**src/rtl/cmp_pkg.sv**
```systemverilog
// rtl/cmp_pkg.sv - shared types, defaults and round-robin pick for cmp_share_arb
package cmp_pkg;

  typedef enum logic [1:0] {
    ST_IDLE = 2'd0,
    ST_LOAD = 2'd1,
    ST_DONE = 2'd2
  } state_e;

  localparam int K_DEF = 8;
  localparam int N_DEF = 4;

  // Upper bound on requester count supported by rr_pick.
  localparam int MAX_N = 32;
  localparam int MAX_W = $clog2(MAX_N);

  // First set bit of req scanning ptr, ptr+1, ... wrapping at n.
  // Scans the farthest distance first so the nearest hit wins.
  function automatic int rr_pick(input logic [MAX_N-1:0] req, input int ptr, input int n);
    int idx;
    rr_pick = ptr;
    for (int k = MAX_N - 1; k >= 0; k--) begin
      if (k < n) begin
        idx = ptr + k;
        if (idx >= n) idx = idx - n;
        if (req[idx[MAX_W-1:0]]) rr_pick = idx;
      end
    end
  endfunction

endpackage

```
**src/rtl/cmp_core.sv**
```systemverilog
// rtl/cmp_core.sv - combinational K-bit magnitude comparator, ripple LSB to MSB
module cmp_core #(
  parameter int K = 8
) (
  input  logic [K-1:0] a,
  input  logic [K-1:0] b,
  output logic         gt,
  output logic         eq
);

  // Each slice overrides the lower-bit verdict when its bits differ.
  always_comb begin
    gt = 1'b0;
    eq = 1'b1;
    for (int i = 0; i < K; i++) begin
      gt = (a[i] & ~b[i]) | (~(a[i] ^ b[i]) & gt);
      eq = eq & ~(a[i] ^ b[i]);
    end
  end

endmodule

```
**src/rtl/cmp_share_arb.sv**
```systemverilog
// rtl/cmp_share_arb.sv - round-robin sharing of one comparator among N requesters (CMP_SIGNED_EN selects signed compare)
module cmp_share_arb
  import cmp_pkg::*;
#(
  parameter int K   = K_DEF,
  parameter int N   = N_DEF,
  parameter int IDW = $clog2(N)
) (
  input  logic           clk,
  input  logic           rst_n,
  input  logic [N-1:0]   req,
  input  logic [N*K-1:0] a_flat,
  input  logic [N*K-1:0] b_flat,
  output logic [N-1:0]   ack,
  output logic           gt,
  output logic           eq,
  output logic [IDW-1:0] id,
  output logic           busy
);

  state_e         state_q, state_d;
  logic [IDW-1:0] ptr_q, ptr_d;
  logic [IDW-1:0] id_q, id_d;
  logic [K-1:0]   a_q, a_d;
  logic [K-1:0]   b_q, b_d;
  logic           gt_q, gt_d;
  logic           eq_q, eq_d;
  logic [N-1:0]   ack_q, ack_d;
  logic           busy_q, busy_d;

  logic [MAX_N-1:0] req_ext;
  logic [IDW-1:0]   grant_idx;
  logic [K-1:0]     cmp_a, cmp_b;
  logic             cmp_gt, cmp_eq;

  // Widen req to the scan function's fixed width and pick the next winner.
  always_comb begin
    req_ext        = '0;
    req_ext[N-1:0] = req;
    grant_idx      = IDW'(rr_pick(req_ext, int'(ptr_q), N));
  end

`ifdef CMP_SIGNED_EN
  // Flipping the sign bit maps two's complement order onto unsigned order.
  assign cmp_a = {~a_q[K-1], a_q[K-2:0]};
  assign cmp_b = {~b_q[K-1], b_q[K-2:0]};
`else
  assign cmp_a = a_q;
  assign cmp_b = b_q;
`endif

  cmp_core #(.K(K)) u_cmp_core (
    .a  (cmp_a),
    .b  (cmp_b),
    .gt (cmp_gt),
    .eq (cmp_eq)
  );

  // Sequencer: grant and latch in IDLE, capture result in LOAD, release in DONE.
  always_comb begin
    state_d = state_q;
    ptr_d   = ptr_q;
    id_d    = id_q;
    a_d     = a_q;
    b_d     = b_q;
    gt_d    = 1'b0;
    eq_d    = 1'b0;
    ack_d   = '0;
    busy_d  = busy_q;
    unique case (state_q)
      ST_IDLE: begin
        if (|req) begin
          id_d    = grant_idx;
          a_d     = a_flat[grant_idx*K +: K];
          b_d     = b_flat[grant_idx*K +: K];
          busy_d  = 1'b1;
          state_d = ST_LOAD;
        end
      end
      ST_LOAD: begin
        gt_d        = cmp_gt;
        eq_d        = cmp_eq;
        ack_d[id_q] = 1'b1;
        busy_d      = 1'b1;
        state_d     = ST_DONE;
      end
      ST_DONE: begin
        ptr_d   = (id_q == IDW'(N - 1)) ? '0 : id_q + 1'b1;
        busy_d  = 1'b0;
        state_d = ST_IDLE;
      end
      default: begin
        busy_d  = 1'b0;
        state_d = ST_IDLE;
      end
    endcase
  end

  // All state and outputs are registered; reset discards any in-flight result.
  always_ff @(posedge clk or negedge rst_n) begin
    if (!rst_n) begin
      state_q <= ST_IDLE;
      ptr_q   <= '0;
      id_q    <= '0;
      a_q     <= '0;
      b_q     <= '0;
      gt_q    <= 1'b0;
      eq_q    <= 1'b0;
      ack_q   <= '0;
      busy_q  <= 1'b0;
    end else begin
      state_q <= state_d;
      ptr_q   <= ptr_d;
      id_q    <= id_d;
      a_q     <= a_d;
      b_q     <= b_d;
      gt_q    <= gt_d;
      eq_q    <= eq_d;
      ack_q   <= ack_d;
      busy_q  <= busy_d;
    end
  end

  assign ack  = ack_q;
  assign gt   = gt_q;
  assign eq   = eq_q;
  assign id   = id_q;
  assign busy = busy_q;

endmodule

```
**config.mk**
```make
export PLATFORM = sky130hd
export DESIGN_NAME = cmp_share_arb
export DESIGN_NICKNAME = d
export VERILOG_FILES = /design/src/rtl/cmp_pkg.sv /design/src/rtl/cmp_core.sv /design/src/rtl/cmp_share_arb.sv
export SDC_FILE = /design/constraint.sdc
export NUM_CORES = 1
export LEC_CHECK = 0
export CORE_UTILIZATION = 52
export CTS_CLUSTER_SIZE = 14
export DETAILED_ROUTE_END_ITERATION = 10
export GPL_ROUTABILITY_DRIVEN = 0
export GPL_TIMING_DRIVEN = 0
export MAX_ROUTING_LAYER = met4
export PLACE_DENSITY = 0.82
export SYNTH_ARGS = -nofsm -noshare
export SYNTH_HDL_FRONTEND = slang
export SYNTH_SLANG_ARGS = --single-unit
```
**constraint.sdc**
```tcl
create_clock -name clk -period 4.29 [get_ports clk]
set_input_delay 1.0725 -clock clk [delete_from_list [all_inputs] [get_ports clk]]
set_output_delay 1.0725 -clock clk [all_outputs]
set_load 0.03 [all_outputs]
```
# After elaboration in Yosys (flattened, before gate mapping)
# Cells that the tools add are included.
[word_totals]
wordCells = 116
input_bits = 70
regBits = 29
output_inout_bits = 9
[classes]
add_sub_neg = 8
shift = 2
n_reduce_logical = 4
mux = 26
bitwise_logic = 53
eq_ne = 4
n_lt_le_gt_ge = 10
[ops]
columns = ["cell", "count"]
rows = [
  ["32-bit by 6-bit variable part select with 8-bit output", 2],
  ["5-bit by 6-bit < comparator with 1-bit output (second input constant)", 4],
  ["1-bit bitwise AND", 22],
  ["1-bit binary-select mux with 5-bit select", 4],
  ["5-bit 2-to-1 mux", 4],
  ["1-bit NOT", 16],
  ["2-bit 2-to-1 mux", 6],
  ["3-bit by 3-bit subtractor with 4-bit output (second input constant)", 3],
  ["3-bit >= comparator (second input constant)", 3],
  ["1-bit 2-to-1 mux", 8],
  ["1-bit XOR", 8],
  ["1-bit bitwise OR", 7],
  ["2-bit by 2-bit adder with 3-bit output (second input constant)", 2],
  ["2-bit == test (second input constant)", 2],
  ["4-bit 2-to-1 mux", 1],
  ["2-bit case mux with 2 select lines", 1],
  ["4-bit OR reduction", 1],
  ["2-bit by 3-bit subtractor with 4-bit output (second input constant)", 1],
  ["2-bit by 1-bit adder with 3-bit output (second input constant)", 1],
  ["2-bit by 3-bit >= comparator with 1-bit output (second input constant)", 1],
  ["2-bit by 3-bit < comparator with 1-bit output (second input constant)", 1],
  ["2-bit by 1-bit adder with 2-bit output (second input constant)", 1],
  ["1-bit demux with 2-bit select", 1],
  ["2-bit by 1-bit == test with 1-bit output (second input constant)", 1],
  ["6 further kinds", 6],
]

# Logic depth before layout (Yosys ltp)
[depth]
ltp_word = 17
depth_mapped = 12
depth_no_buf = 8

# Modules after synthesis
# A second synthesis with hierarchy kept.
[hier_totals]
cells_unflattened = 240
hier_area_um2 = 2309.7
[modules_own_cells]
columns = ["mod", "instances", "seq_area_each_um2", "area_each_um2", "cells_per_inst"]
rows = [
  ["cmp_share_arb", 1, 725.7, 2109.5, 212],
  ["cmp_core", 1, 0.0, 200.2, 28],
]

# Worst setup path after synthesis
# No wires, ideal clock.
[synth_path]
kind = "input -> register"
from = "input port req[2]"
to = "register a_q[1]"
t_required_ns = 4.164
arrival_time_ns = 3.025
setup_time_ns = 0.126
cell_stages = 8
setup_slack_ns = 1.139
cell_sequence = "mux2_1 and3b_1 clkbuf_1 or2_1 o311ai_2 buf_2 a221oi_1 a221o_1"
[synth_between]
elab_chain_len = 7
[synth_lines]
columns = ["item", "line_no", "text"]
rows = [
  ["start: declaration", "cmp_share_arb.sv:11", "input logic [N-1:0] req,"],
  ["1-bit binary-select mux with 5-bit select", "cmp_pkg.sv:26", "if (req[idx[MAX_W-1:0]]) rr_pick = idx;"],
  ["1-bit 2-to-1 mux (not written as such)", "cmp_pkg.sv:26", ""],
  ["2-bit 2-to-1 mux (4 in series)", "cmp_pkg.sv:26", ""],
  ["32-bit by 6-bit variable part select with 8-bit output", "cmp_share_arb.sv:74", "a_d = a_flat[grant_idx*K +: K];"],
  ["end signal: assignment", "cmp_share_arb.sv:105", "a_q <= '0;"],
  ["end signal: assignment", "cmp_share_arb.sv:115", "a_q <= a_d;"],
  ["end: declaration", "cmp_share_arb.sv:24", "logic [K-1:0] a_q, a_d;"],
]
# Parallel ways exist; a longest one is shown, timed or not. The select of a mux whose other input is x is not followed.
# A chain may end at the register's enable or synchronous reset.

# Worst setup path in the final report
[layout_path]
from = "input port req[3]"
to = "register a_q[1]"
# Same word-level chain as after synthesis.

==> results.yml <==
run_status:
  status: "finished, violations left"
  failed_checks: "design-rule violations"
critical_path:
  worstPathMaxFanout: 10
  worst_path_max_delay_cell: "a222oi_1"
  slowest_delay_ns: 0.77
  critPathRequiredTime_ns: 4.51
  worst_setup_path_start_kind: "input pin"
  crit_type: "input pin to flop"
  arrival_ns: 4.28
  cpMostUsedCell: "clkbuf_1"
  worstRegToRegCells: 11
  cp_cell_sequence: "clkdlybuf4s50_1 -> mux2_1 -> a222oi_1 -> a211oi_1 -> clkbuf_1 -> clkbuf_1 -> a221oi_1 -> a221o_1"
  worstSetupEndpointType: "flop"
floorplanning:
  core.rowCount: 29
  core_sq_mm: 0.00646
  start_util_pct: 54.7
  pin_count: 79
  die_w_microns: 84.5
  design.die.area_sq_mm: 0.00713
  die_h_microns: 84.5
synth:
  synthFlopType: "dfrtp_1"
  synthesis.nets: 544
  yosysSeqAreaShare_pct: 20.5
  synth_top_cell_by_area: "dfrtp_1"
  synth_top_area_share_pct: 20.5
  syn_inst: 457
  yosys_register_bits: 29
  yosysWarnings: 0
  synth_edf_count: 0
  synthDistinctLibCells: 37
  async_flop_share_pct: 100
  synth_area_sq_mm: 0.00354
  synth_area_per_cell_sq_um: 7.74
  ys_top_cells_by_area: "dfrtp_1, mux2i_1, a221oi_1, o2111ai_1, o21ai_0"
global_routing:
  grt_pass1_vias: 3951
  grt_overflow: 0
  grt_pass1_wl_microns: 19700
  antenna_found_initial: 0
  grt_max_degree: 30
  grt.total_usage_pct: 35.3
pwr:
  p_per_area_mw_per_mm2: 773
  vdd_ir_drop_max_v: 0.000515
  combPwrFrac_pct: 78.8
  seqPwrFrac_pct: 14.1
  p_int_w: 0.00153
  netSwitchingFraction_pct: 56.2
  switching_power_w: 0.00196
  p_leak_nw: 1.70
  clockPowerShare_pct: 7.2
detailed_routing:
  ant_nets: 0
  dr.first_iter.drc_count: 469
  wl_met1_microns: 4910
  avgViaCountPerCell: 7.07
  drt_wl_total_microns: 12400
  top_layer: "met4"
  route.detailed.drc: 2
  dr.pass1.iters: 10
  wl_per_cell_microns: 19.9
  vias: 4384
  dr_wl_met2_microns: 5740
  wl_met3_microns: 1410
cells_and_area:
  drive_above_1_share_pct: 4.24
  antenna_cells: 0
  utilization_pct: 70.0
  layoutNonFillerInstCount: 620
  syn2layout_area_growth_pct: 27.8
  nets: 629
  stdcell_area_sq_mm: 0.00452
placement:
  hpwl_microns: 9040
  port_buffers: 78
  dp_cells: 612
  placedInstanceArea_sq_mm: 0.00441
sta:
  post-route-period-util_pct: 94.5
  rsz0062_at_grt: "false"
  worst_slew_pin_slew_ns: 0.871
  slew_headroom_pct: 40.2
  timing_hold_violations_final: 0
  fin_hold_ws_ns: 0.500
  drv_slew: 0
  setup_viol: 0
  fmax_mhz: 247
  setup_tns_ns: 0
  finClkSkew_ns: 0.00422
  period_needed_ns: 4.06
clocking:
  clkSinkCount: 29
  insertion_delay_ns: 0.28
  cts_resized: 0
  cts_tree: "done"
  root_buffer: "clkbuf_8"
  numCtsBuffers: 5
  post_cts_buffers: 0
  hold_buffers: 0
  path_clk_slew_ns: 0.06
  htreeDepth: 2
  clockBufferDepth: 2
worst_hold_path:
  hold_class: "flop to flop"
  whs_path_depth: 1
job:
  max_cap_violations: 0
==> layout by cell type, fill, tap and decap left out, drive strengths merged, types with 4 or more instances in the layout <==
cell	n
a21o	4
a21oi	4
a221o	16
a221oi	32
and2	7
buf	9
clkbuf	48
clkdlybuf4s50	77
dfrtp	29
ha	17
inv	13
mux2	6
mux2i	36
nand2	7
nand2b	16
nand3	36
nor2	49
nor3	17
o2111ai	32
o21ai	54
o31ai	17
==> path summary, 6_finish.rpt <==
| check | from | end | slack (ns) |
|---|---|---|---|
| max in group asynchronous | rst_n | a_q[1] | 3.06 |
| worst min-delay path | state_q[1] | busy | 0.50 |
| worst max register to register | ptr_q[0] | a_q[4] | 0.27 |
| min in group asynchronous | rst_n | busy | 0.81 |
| worst max-delay path | req[3] | a_q[1] | 0.23 |
| worst min register to register | state_q[1] | busy | 0.50 |
==> layer usage <==
layer  vias up  track usage, %
met4         0            13.3
met3        42            6.29
met2       327            55.7
li1       1967               -
met1      2048            45.3
met5         -               -
==> cells in the mapped netlist, types with 5 or more instances <==
cell	count
nand2b_1	16
nor3_1	17
o21ai_0	54
o31ai_1	17
inv_1	12
nor2_1	49
o2111ai_1	32
a221o_1	16
nand3_1	36
and2_1	7
ha_1	17
nand2_1	7
a221oi_1	32
dfrtp_1	29
clkbuf_1	41
buf_2	5
mux2i_1	36
==> power groups by stage <==
stage | combinational [W] | clock, W | sequential (W)
finish | 0.00275 | 0.000250 | 0.000491
floorplan | 0.00183 | 0 | 0.000518
global placement | 0.00256 | 0 | 0.000494
CTS | 0.00264 | 0.000252 | 0.000490
global route | 0.00297 | 0.000264 | 0.000505
detailed placement | 0.00263 | 0 | 0.000494
==> worst max-delay path, delay by kind of cell <==
| family | cells | cell delay (ns) |
|---|---|---|
| buf+inv | 3 | 1.11 |
| mux | 1 | 0.35 |
| compound gates | 4 | 1.74 |
==> state kept, by name (all words and copies together), names as in the netlist <==
name,cells
busy,1
b_q,8
a_q,8
gt,1
id,2
state_q,2
eq,1
ptr_q,2
ack,4
==> through the flow <==
step | setup slack (ns) | total power (W)
floorplan | 1.14 | 0.00235
global placement | 0.0220 | 0.00306
detailed placement | -0.0382 | 0.00313
CTS | 0.260 | 0.00339
global route | 0.0615 | 0.00374
finish | 0.235 | 0.00349
==> cell type report <==
cell class,instances,area (sq um)
multi-input combinational,366,2580
fill,534,1940
timing repair buffer,78,776
sequential,29,726
buffer,49,190
clock buffer,7,96.3
tap,77,96.3
inverter,13,48.8
clock inverter,1,5.00
==> kinds of logic after synthesis <==
group                      after synthesis  synth area share (%)
buffers and inverters                   62                  6.76
and+or+nand+nor                        141                  19.2
AOI/OAI and AO/OA                      165                  34.7
muxes                                   43                  12.7
DFF                                     29                  20.5
adders and majority gates               17                  6.02
Note: power is estimated with default switching activity, not from simulation.
